`config.mk`:
```
export PLATFORM = sky130hd
export DESIGN_NAME = keypad_scan
export DESIGN_NICKNAME = d
export VERILOG_FILES = /design/src/rtl/keypad_scan.sv
export SDC_FILE = /design/constraint.sdc
export NUM_CORES = 1
export LEC_CHECK = 0
export ABC_AREA = 0
export CORE_MARGIN = 1.5
export CORE_UTILIZATION = 63
export DETAILED_ROUTE_END_ITERATION = 10
export DONT_BUFFER_PORTS = 1
export MAX_ROUTING_LAYER = met4
export PLACE_DENSITY = 0.76
export SYNTH_ARGS = -nofsm -noshare
export SYNTH_HDL_FRONTEND = slang
export SYNTH_SLANG_ARGS = --single-unit
```
`constraint.sdc`:
```
create_clock -name clk_1 -period 3.3 [get_ports clk_1]
set_input_delay 0 -clock clk_1 [delete_from_list [all_inputs] [get_ports clk_1]]
set_output_delay 0 -clock clk_1 [all_outputs]
set_load 0.005 [all_outputs]
```
`src/rtl/keypad_scan.sv`:
```
`default_nettype none
// ============================================================================
//  Module   : keypad_scan
//  Purpose  : 3x4 keypad column scanner with row sync, frame debounce and
//             single-cycle key events.
//  Options  : KEYPAD_REPEAT_EN enables auto-repeat of the held key.
//  Revision : 1.0  initial release
// ============================================================================
module keypad_scan #(
    parameter int SCAN_DIV        = 1000,
    parameter int DEBOUNCE_FRAMES = 4,
    parameter int REPEAT_FRAMES   = 64
) (
    input  logic        clk_1,
    input  logic        rst,
    input  logic [3:0]  KEY_ROW,
    output logic [2:0]  KEY_COL,
    output logic [11:0] key_state,
    output logic        key_any,
    output logic        key_event,
    output logic [3:0]  key_code
);

    localparam int DW = $clog2(SCAN_DIV);
    localparam int SW = $clog2(DEBOUNCE_FRAMES + 1);
    localparam logic [DW-1:0] c_DIV_LAST = DW'(SCAN_DIV - 1);
    localparam logic [SW-1:0] c_DEB_MAX  = SW'(DEBOUNCE_FRAMES);
    localparam logic [1:0]    c_COL_LAST = 2'd2;

    if (SCAN_DIV < 4 || DEBOUNCE_FRAMES < 1 || REPEAT_FRAMES < 1) begin : g_bad_params
        $error("keypad_scan: illegal parameter set");
    end

    logic [3:0]    r_row_meta, r_row_sync;
    logic [DW-1:0] r_div_cnt;
    logic [1:0]    r_col_idx;
    logic [11:0]   r_frame, r_cand, r_key_state;
    logic [SW-1:0] r_stable;
    logic          r_eval, r_event;
    logic [3:0]    r_code;

    logic          w_slot_end, w_frame_done, w_commit, w_press, w_rep_fire;
    logic [11:0]   w_frame_next, w_newly;
    logic [3:0]    w_low_idx;

    function automatic logic [3:0] f_code(input logic [3:0] idx);
        case (idx)
            4'd9:    return 4'd10;
            4'd10:   return 4'd0;
            4'd11:   return 4'd11;
            default: return idx + 4'd1;
        endcase
    endfunction

    assign w_slot_end   = (r_div_cnt == c_DIV_LAST);
    assign w_frame_done = w_slot_end && (r_col_idx == c_COL_LAST);

    // Frame including the sample taken this cycle, so frame_done sees column 2.
    always_comb begin
        w_frame_next = r_frame;
        case (r_col_idx)
            2'd0: for (int r = 0; r < 4; r++) w_frame_next[r*3]     = r_row_sync[r];
            2'd1: for (int r = 0; r < 4; r++) w_frame_next[r*3 + 1] = r_row_sync[r];
            default: for (int r = 0; r < 4; r++) w_frame_next[r*3 + 2] = r_row_sync[r];
        endcase
    end

    always_ff @(posedge clk_1 or negedge rst) begin
        if (!rst) begin
            r_row_meta <= '0;
            r_row_sync <= '0;
            r_div_cnt  <= '0;
            r_col_idx  <= 2'd0;
            r_frame    <= '0;
        end else begin
            r_row_meta <= KEY_ROW;
            r_row_sync <= r_row_meta;
            if (w_slot_end) begin
                r_div_cnt <= '0;
                r_col_idx <= (r_col_idx == c_COL_LAST) ? 2'd0 : r_col_idx + 2'd1;
                r_frame   <= w_frame_next;
            end else begin
                r_div_cnt <= r_div_cnt + DW'(1);
            end
        end
    end

    assign w_commit = r_eval && (r_stable == c_DEB_MAX) && (r_cand != r_key_state);
    assign w_newly  = r_cand & ~r_key_state;
    assign w_press  = w_commit && (|w_newly);

    always_comb begin
        w_low_idx = 4'd0;
        for (int i = 11; i >= 0; i--) begin
            if (w_newly[i]) w_low_idx = 4'(i);
        end
    end

    always_ff @(posedge clk_1 or negedge rst) begin
        if (!rst) begin
            r_cand      <= '0;
            r_stable    <= '0;
            r_eval      <= 1'b0;
            r_key_state <= '0;
            r_event     <= 1'b0;
            r_code      <= 4'd0;
        end else begin
            r_eval <= w_frame_done;
            if (w_frame_done) begin
                if (w_frame_next != r_cand) begin
                    r_cand   <= w_frame_next;
                    r_stable <= SW'(1);
                end else if (r_stable != c_DEB_MAX) begin
                    r_stable <= r_stable + SW'(1);
                end
            end
            if (w_commit) r_key_state <= r_cand;
            r_event <= w_press | w_rep_fire;
            if (w_press) r_code <= f_code(w_low_idx);
        end
    end

`ifdef KEYPAD_REPEAT_EN
    localparam int RW = $clog2(REPEAT_FRAMES + 1);
    localparam logic [RW-1:0] c_REP_LAST = RW'(REPEAT_FRAMES);

    logic [RW-1:0] r_rep_cnt;
    logic [3:0]    r_rep_idx;
    logic          r_rep_active;
    logic [RW-1:0] w_rep_inc;
    logic [11:0]   w_state_next;
    logic          w_rep_held;

    assign w_rep_inc    = r_rep_cnt + RW'(1);
    assign w_state_next = w_commit ? r_cand : r_key_state;
    assign w_rep_held   = w_state_next[r_rep_idx];
    assign w_rep_fire   = r_eval && !w_press && r_rep_active && w_rep_held
                          && (w_rep_inc == c_REP_LAST);

    always_ff @(posedge clk_1 or negedge rst) begin
        if (!rst) begin
            r_rep_cnt    <= '0;
            r_rep_idx    <= 4'd0;
            r_rep_active <= 1'b0;
        end else if (w_press) begin
            r_rep_cnt    <= '0;
            r_rep_idx    <= w_low_idx;
            r_rep_active <= 1'b1;
        end else if (r_eval && r_rep_active) begin
            if (!w_rep_held) begin
                r_rep_active <= 1'b0;
                r_rep_cnt    <= '0;
            end else if (w_rep_inc == c_REP_LAST) begin
                r_rep_cnt <= '0;
            end else begin
                r_rep_cnt <= w_rep_inc;
            end
        end
    end
`else
    assign w_rep_fire = 1'b0;
`endif

    assign KEY_COL   = 3'b001 << r_col_idx;
    assign key_state = r_key_state;
    assign key_any   = |r_key_state;
    assign key_event = r_event;
    assign key_code  = r_code;

endmodule
`default_nettype wire

```
**After elaboration in Yosys (flattened, before gate mapping)**

Cells that the tools add are included.
Widths: inputs -> output; s select.

- Register bits: 65
- Input port bits: 6
- Output and inout port bits: 21
- Logic and storage cells: 68

- Add/subtract/negate cells: 4
- Equal/unequal tests: 10
- Shift-type cells: 1
- Muxes and demuxes: 29
- Bitwise operators: 2
- Reduce and logical (&&, ||, !) cells: 11

Operators by type and width:

| operator | count |
|---|---|
| $mux 4 | 12 |
| $ne 12x12->1 | 2 |
| $reduce_or 12->1 | 2 |
| $and 12x12->12 | 1 |
| $eq 4x4->1 const B | 3 |
| $mux 1 | 12 |
| $not 12->12 | 1 |
| $pmux 4 s3 | 1 |
| $add 10x1->10 const B | 1 |
| $eq 10x10->1 const B | 1 |
| $mux 10 | 1 |
| $mux 3 | 2 |
| $add 4x1->4 const B | 1 |
| $logic_and 1x1->1 | 4 |
| $reduce_and 2->1 | 2 |
| $add 3x1->3 const B | 1 |
| $eq 3x3->1 const B | 1 |
| $ne 3x3->1 const B | 1 |
| $shl 1x2->3 const A | 1 |
| $add 2x1->2 const B | 1 |
| $eq 2x1->1 const B | 1 |
| $eq 2x2->1 const B | 1 |
| $logic_not 2->1 | 1 |
| $mux 2 | 1 |
| other kinds (2) | 2 |

**Depth between registers and ports, before layout**

- Word-level depth: 16
- Gate-level depth with buffers: 11

**Least setup slack after synthesis**

No wires, ideal clock.

- Kind: register to register
- From: register r_key_state[10] (netlist: key_state[10])
- To: register r_code[0] (netlist: key_code[0])
- Library setup time: 0.116 ns
- Arrival: 2.216 ns
- Path slack: 0.969 ns
- Stages on the path, launching flop included: 11
- Path through: dfrtp_1 > inv_1 > ha_1 > nand2b_1 > a221oi_1 > o31ai_1 > a21oi_1 > inv_1 > ha_1 > o41a_1 > o311ai_0

- Longest elaborated chain between the ends: 15
- Elaborated cells on any way between the ends: 22

RTL lines:

| what | RTL line | text |
|---|---|---|
| from (decl) | 37 | `logic [11:0] r_frame, r_cand, r_key_state;` |
| from (signal assigned) | 117 | `if (w_commit) r_key_state <= r_cand;` |
| $not 12->12 | 89 | `assign w_newly = r_cand & ~r_key_state;` |
| $and 12x12->12 | 89 |  |
| $mux 4 (11 in series) | 95 | `if (w_newly[i]) w_low_idx = 4'(i);` |
| $add 4x1->4 or $eq 4x4->1 (tied branches) | 51, 47 |  |
| $pmux 4 s3 | 47 | `case (idx)` |
| to (signal assigned) | 119 | `if (w_press) r_code <= f_code(w_low_idx);` |
| to (decl) | 40 | `logic [3:0] r_code;` |

Several ways; a longest one is shown, not always the timed one.
A chain may end at the register's enable or synchronous reset.

**Final worst setup path**

- From: register r_col_idx[1]
- To: register r_cand[6]

- Longest elaborated chain between the ends: 5
- Elaborated cells on any way between the ends: 19

RTL lines:

| what | RTL line | text |
|---|---|---|
| from (decl) | 36 | `logic [1:0] r_col_idx;` |
| from (signal assigned) | 80 | `r_col_idx <= (r_col_idx == c_COL_LAST) ? 2'd0 : r_col_idx + 2'd1;` |
| $eq 2x1->1 or $logic_not 2->1 (tied branches) | 61 | `case (r_col_idx)` |
| $reduce_or 2->1 (no source line) | -- |  |
| $mux 1 | 61 |  |
| $ne 12x12->1 | 110 | `if (w_frame_next != r_cand) begin` |
| $reduce_and 2->1 (no source line) | -- |  |
| to (signal assigned) | 111 | `r_cand <= w_frame_next;` |
| to (decl) | 37 |  |

Several ways; a longest one is shown, not always the timed one.

==> impl_results.md <==
* Status: complete, no violations
* Vias post-DR at 2434
* Cells after Synth at 319
* Relative slew slack at 54.29%
* Remaining antenna violation count at 0
* Core Region at 0.005172 sq mm
* Post-synth top area share at 47.51%
* # rows at 26
* Drt total wl at 6.904 mm
* Cell Int Power at 1.199 mW
* Arrival time at the worst endpoint at 2.99 ns
* Final Setup Violations at 0
* First-pass GRT wire length at 12.07 mm
* Largest area contributor in the netlist: dfrtp_1
* Setup TNS at 0 ns
* Area Overhead vs Synth at 9.905%
* Synthesized Nets at 342
* Clock Power Share at 44.3%
* Dpl ws at 0.5702 ns
* Number of inserted diodes at 0
* Yosys warns at 0
* Crit Path Category: reg -> reg
* Vias in the first global route at 2481
* Fill cells at 350
* Starting Density at 66.18%
* Most common cell after layout, fill and taps aside: dfrtp_1
* Max VDD drop at 0.0003490 V
* P_leak at 1.727 nW
* Root Driver: clkbuf_8
* Main flop type after synthesis: dfrtp_1
* Worst setup margin at 0.5375 ns
* Grt ovf at 0
* CTS H-tree lvls at 3
* Via density per instance at 5.995
* Post-synth EDFFs at 0
* Logic pwr share at 2.4%
* CTS Buf Count at 9
* Psw at 318.1 uW
* Input/output buffers at 0
* Worst-margin pin slew at 0.6804 ns
* Post-Syn Area at 0.003423 sq mm
* Die ar. at 0.005885 sq mm
* Gr usage total at 26.97%
* Drt pass-1 iters at 5
* Critical path endpoint category: flip-flop
* Reg power frac at 53.3%
* Clk_lat worst skew at 0.34 ns
* Starting DRC count in detailed routing at 111
* Residual DRC at 0
* Sw Ratio at 20.96%
* Clock tree sinks at 65
* Seq cells post-synth at 65
* Post-CTS Resized at 0
* Hold buffer count at CTS at 6
* FMAX at 362.0 MHz
* Wire per inst at 17.00 um
* Post-synth ARST share at 100.0%
* Fin crit share at 83.71%
* Largest net degree at the start of global routing at 66
* Fin crit period at 2.762 ns
* Worst-path fanout max at 13
* Worst hold path type: in -> async
* TritonCTS clock tree: yes
* CP required at 3.53 ns
* R2r setup slk at 0.54 ns
* Fin Clk Skew at 0.007211 ns
* Die H at 76.72 um
* Io pins at 27
* CP Launch Type: flip-flop
* Reg clk slew, reported paths at 0.07 ns
* Final Max Tran Viols at 0
* CTS Buffer Depth at 2
* Register area share after synthesis at 47.51%
* Nets at 355
* Synth area leaders: dfrtp_1, mux2_2, ha_1
* Unrepaired setup endpoints after global routing: false
* Total power at 1.517 mW
* Distinct cells, synth at 49
* Dpl hpwl at 4.895 mm
* Setup Buffers After CTS at 0
* Global placer's final weighted congestion at 0.9648
* Final Hold Vio Count at 0
* Share of layout cells above drive strength 1 at 15.18%
* Number of max-cap violations at 0
* Initial antenna violation count at 0
* Most frequent cells in the layout: dfrtp_1, inv_1, nand2_1, nor2_1, mux2_2
* Avg Cell Area, Syn at 10.73 sq um
* PwrDens at 403.3 mW/mm^2
* Die width at 76.72 um
-- synthesized netlist by cell type (2+ instances only) --
cell / count
nand2b_1: 9
dfrtp_1: 65
mux2_4: 5
a21oi_1: 8
xor2_1: 6
nand4b_1: 2
o31ai_1: 7
nand3_1: 6
buf_6: 2
and2_1: 2
clkbuf_1: 3
buf_2: 2
a31oi_1: 3
nor4_1: 5
mux2_2: 20
nand2_1: 25
a22o_1: 2
or3_1: 2
o21ai_0: 16
and3_1: 2
xnor2_1: 9
inv_1: 31
nand4_1: 7
nor2b_1: 5
nor3_1: 4
nor2_1: 20
mux2i_1: 11
ha_1: 17
a21o_1: 3
-- power by group through the flow --
stage	Clock, mW	Combinational [mW]	Sequential (mW)
finish	0.673	0.0360	0.808
global route	0.713	0.0415	0.809
CTS	0.684	0.0375	0.809
detailed placement	0	0.0127	0.824
global placement	0	0.0126	0.823
floorplan	0	0.0120	0.820
-- path summary, 6_finish.rpt --
kind / cells after the start / from / endpoint
worst min-delay path: 2 / rst / key_state[9]
worst max-delay path: 7 / r_col_idx[1] / r_cand[6]
min in group clk_1: 1 / KEY_ROW[3] / r_row_meta[3]
max in group asynchronous: 2 / rst / r_col_idx[1]
worst max register to register: 7 / r_col_idx[1] / r_cand[6]
worst min register to register: 0 / r_row_meta[1] / r_row_sync[1]
-- registers in the layout (all words and copies together), names as in the netlist --
register    flops
r_frame        12
r_row_sync      4
r_cand         12
key_code        4
r_eval          1
r_col_idx       2
r_stable        3
key_event       1
key_state      12
r_row_meta      4
r_div_cnt      10
-- routing by layer --
metal  routed length, um  global-route usage, %  part of all wire [%]  up-vias
li1                    -                      -                     -     1138
met1                3120                  34.41                    45     1202
met2                3342                  42.92                    48       73
met3                 297                  5.833                   4.3       21
met4                 144                  9.074                   2.1        0
met5                   0                      -                     0        -
-- area by class of cell --
cell class | count | area [sq um] | share of cell area (%)
Clock buffer | 12 | 155.1 | 4.124
Tap cell | 70 | 87.58 | 2.328
Clock inverter | 3 | 40.04 | 1.064
Sequential cell | 65 | 1627 | 43.23
Timing Repair Buffer | 9 | 100.1 | 2.660
Inverter | 32 | 125.1 | 3.326
Multi-Input combinational cell | 215 | 1628 | 43.27
-- cells by family (layout without fill, tap and decap cells) --
| family | Yosys count | after routing | synth area share (%) |
|---|---|---|---|
| xor gates and xnor gates | 15 | 15 | 3.838 |
| and+or+nand+nor | 95 | 95 | 14.62 |
| DFF | 65 | 65 | 47.51 |
| muxes | 37 | 37 | 12.39 |
| AOI/OAI and AO/OA | 51 | 51 | 10.49 |
| buffers and inverters | 39 | 56 | 4.934 |
| adders and majority gates | 17 | 17 | 6.213 |
-- worst max-delay path, stage by stage (launching register included) --
cell and delay [ns]:
dfrtp_1 0.65, nand2b_1 0.40, clkinv_4 0.15, a311oi_1 0.32, nand4_2 0.20, o21ai_2 0.38
buf_4 0.24, mux2_4 0.30
-- stage by stage --
| step | cells | cell area [sq um] | hold slack [ns] | utilization, % |
|---|---|---|---|---|
| after floorplan | 319 | 3423 | -0.2956 | - |
| after global placement | 385 | 3490 | -0.2944 | 67.46 |
| after detailed placement | 385 | 3490 | -0.2944 | 67.46 |
| after CTS | 406 | 3762 | 0.1929 | 72.74 |
| after global routing | 406 | 3762 | 0.2150 | 72.74 |
| final | 406 | 3762 | 0.1784 | 72.74 |
No activity file was read; power rests on OpenSTA's default activity.
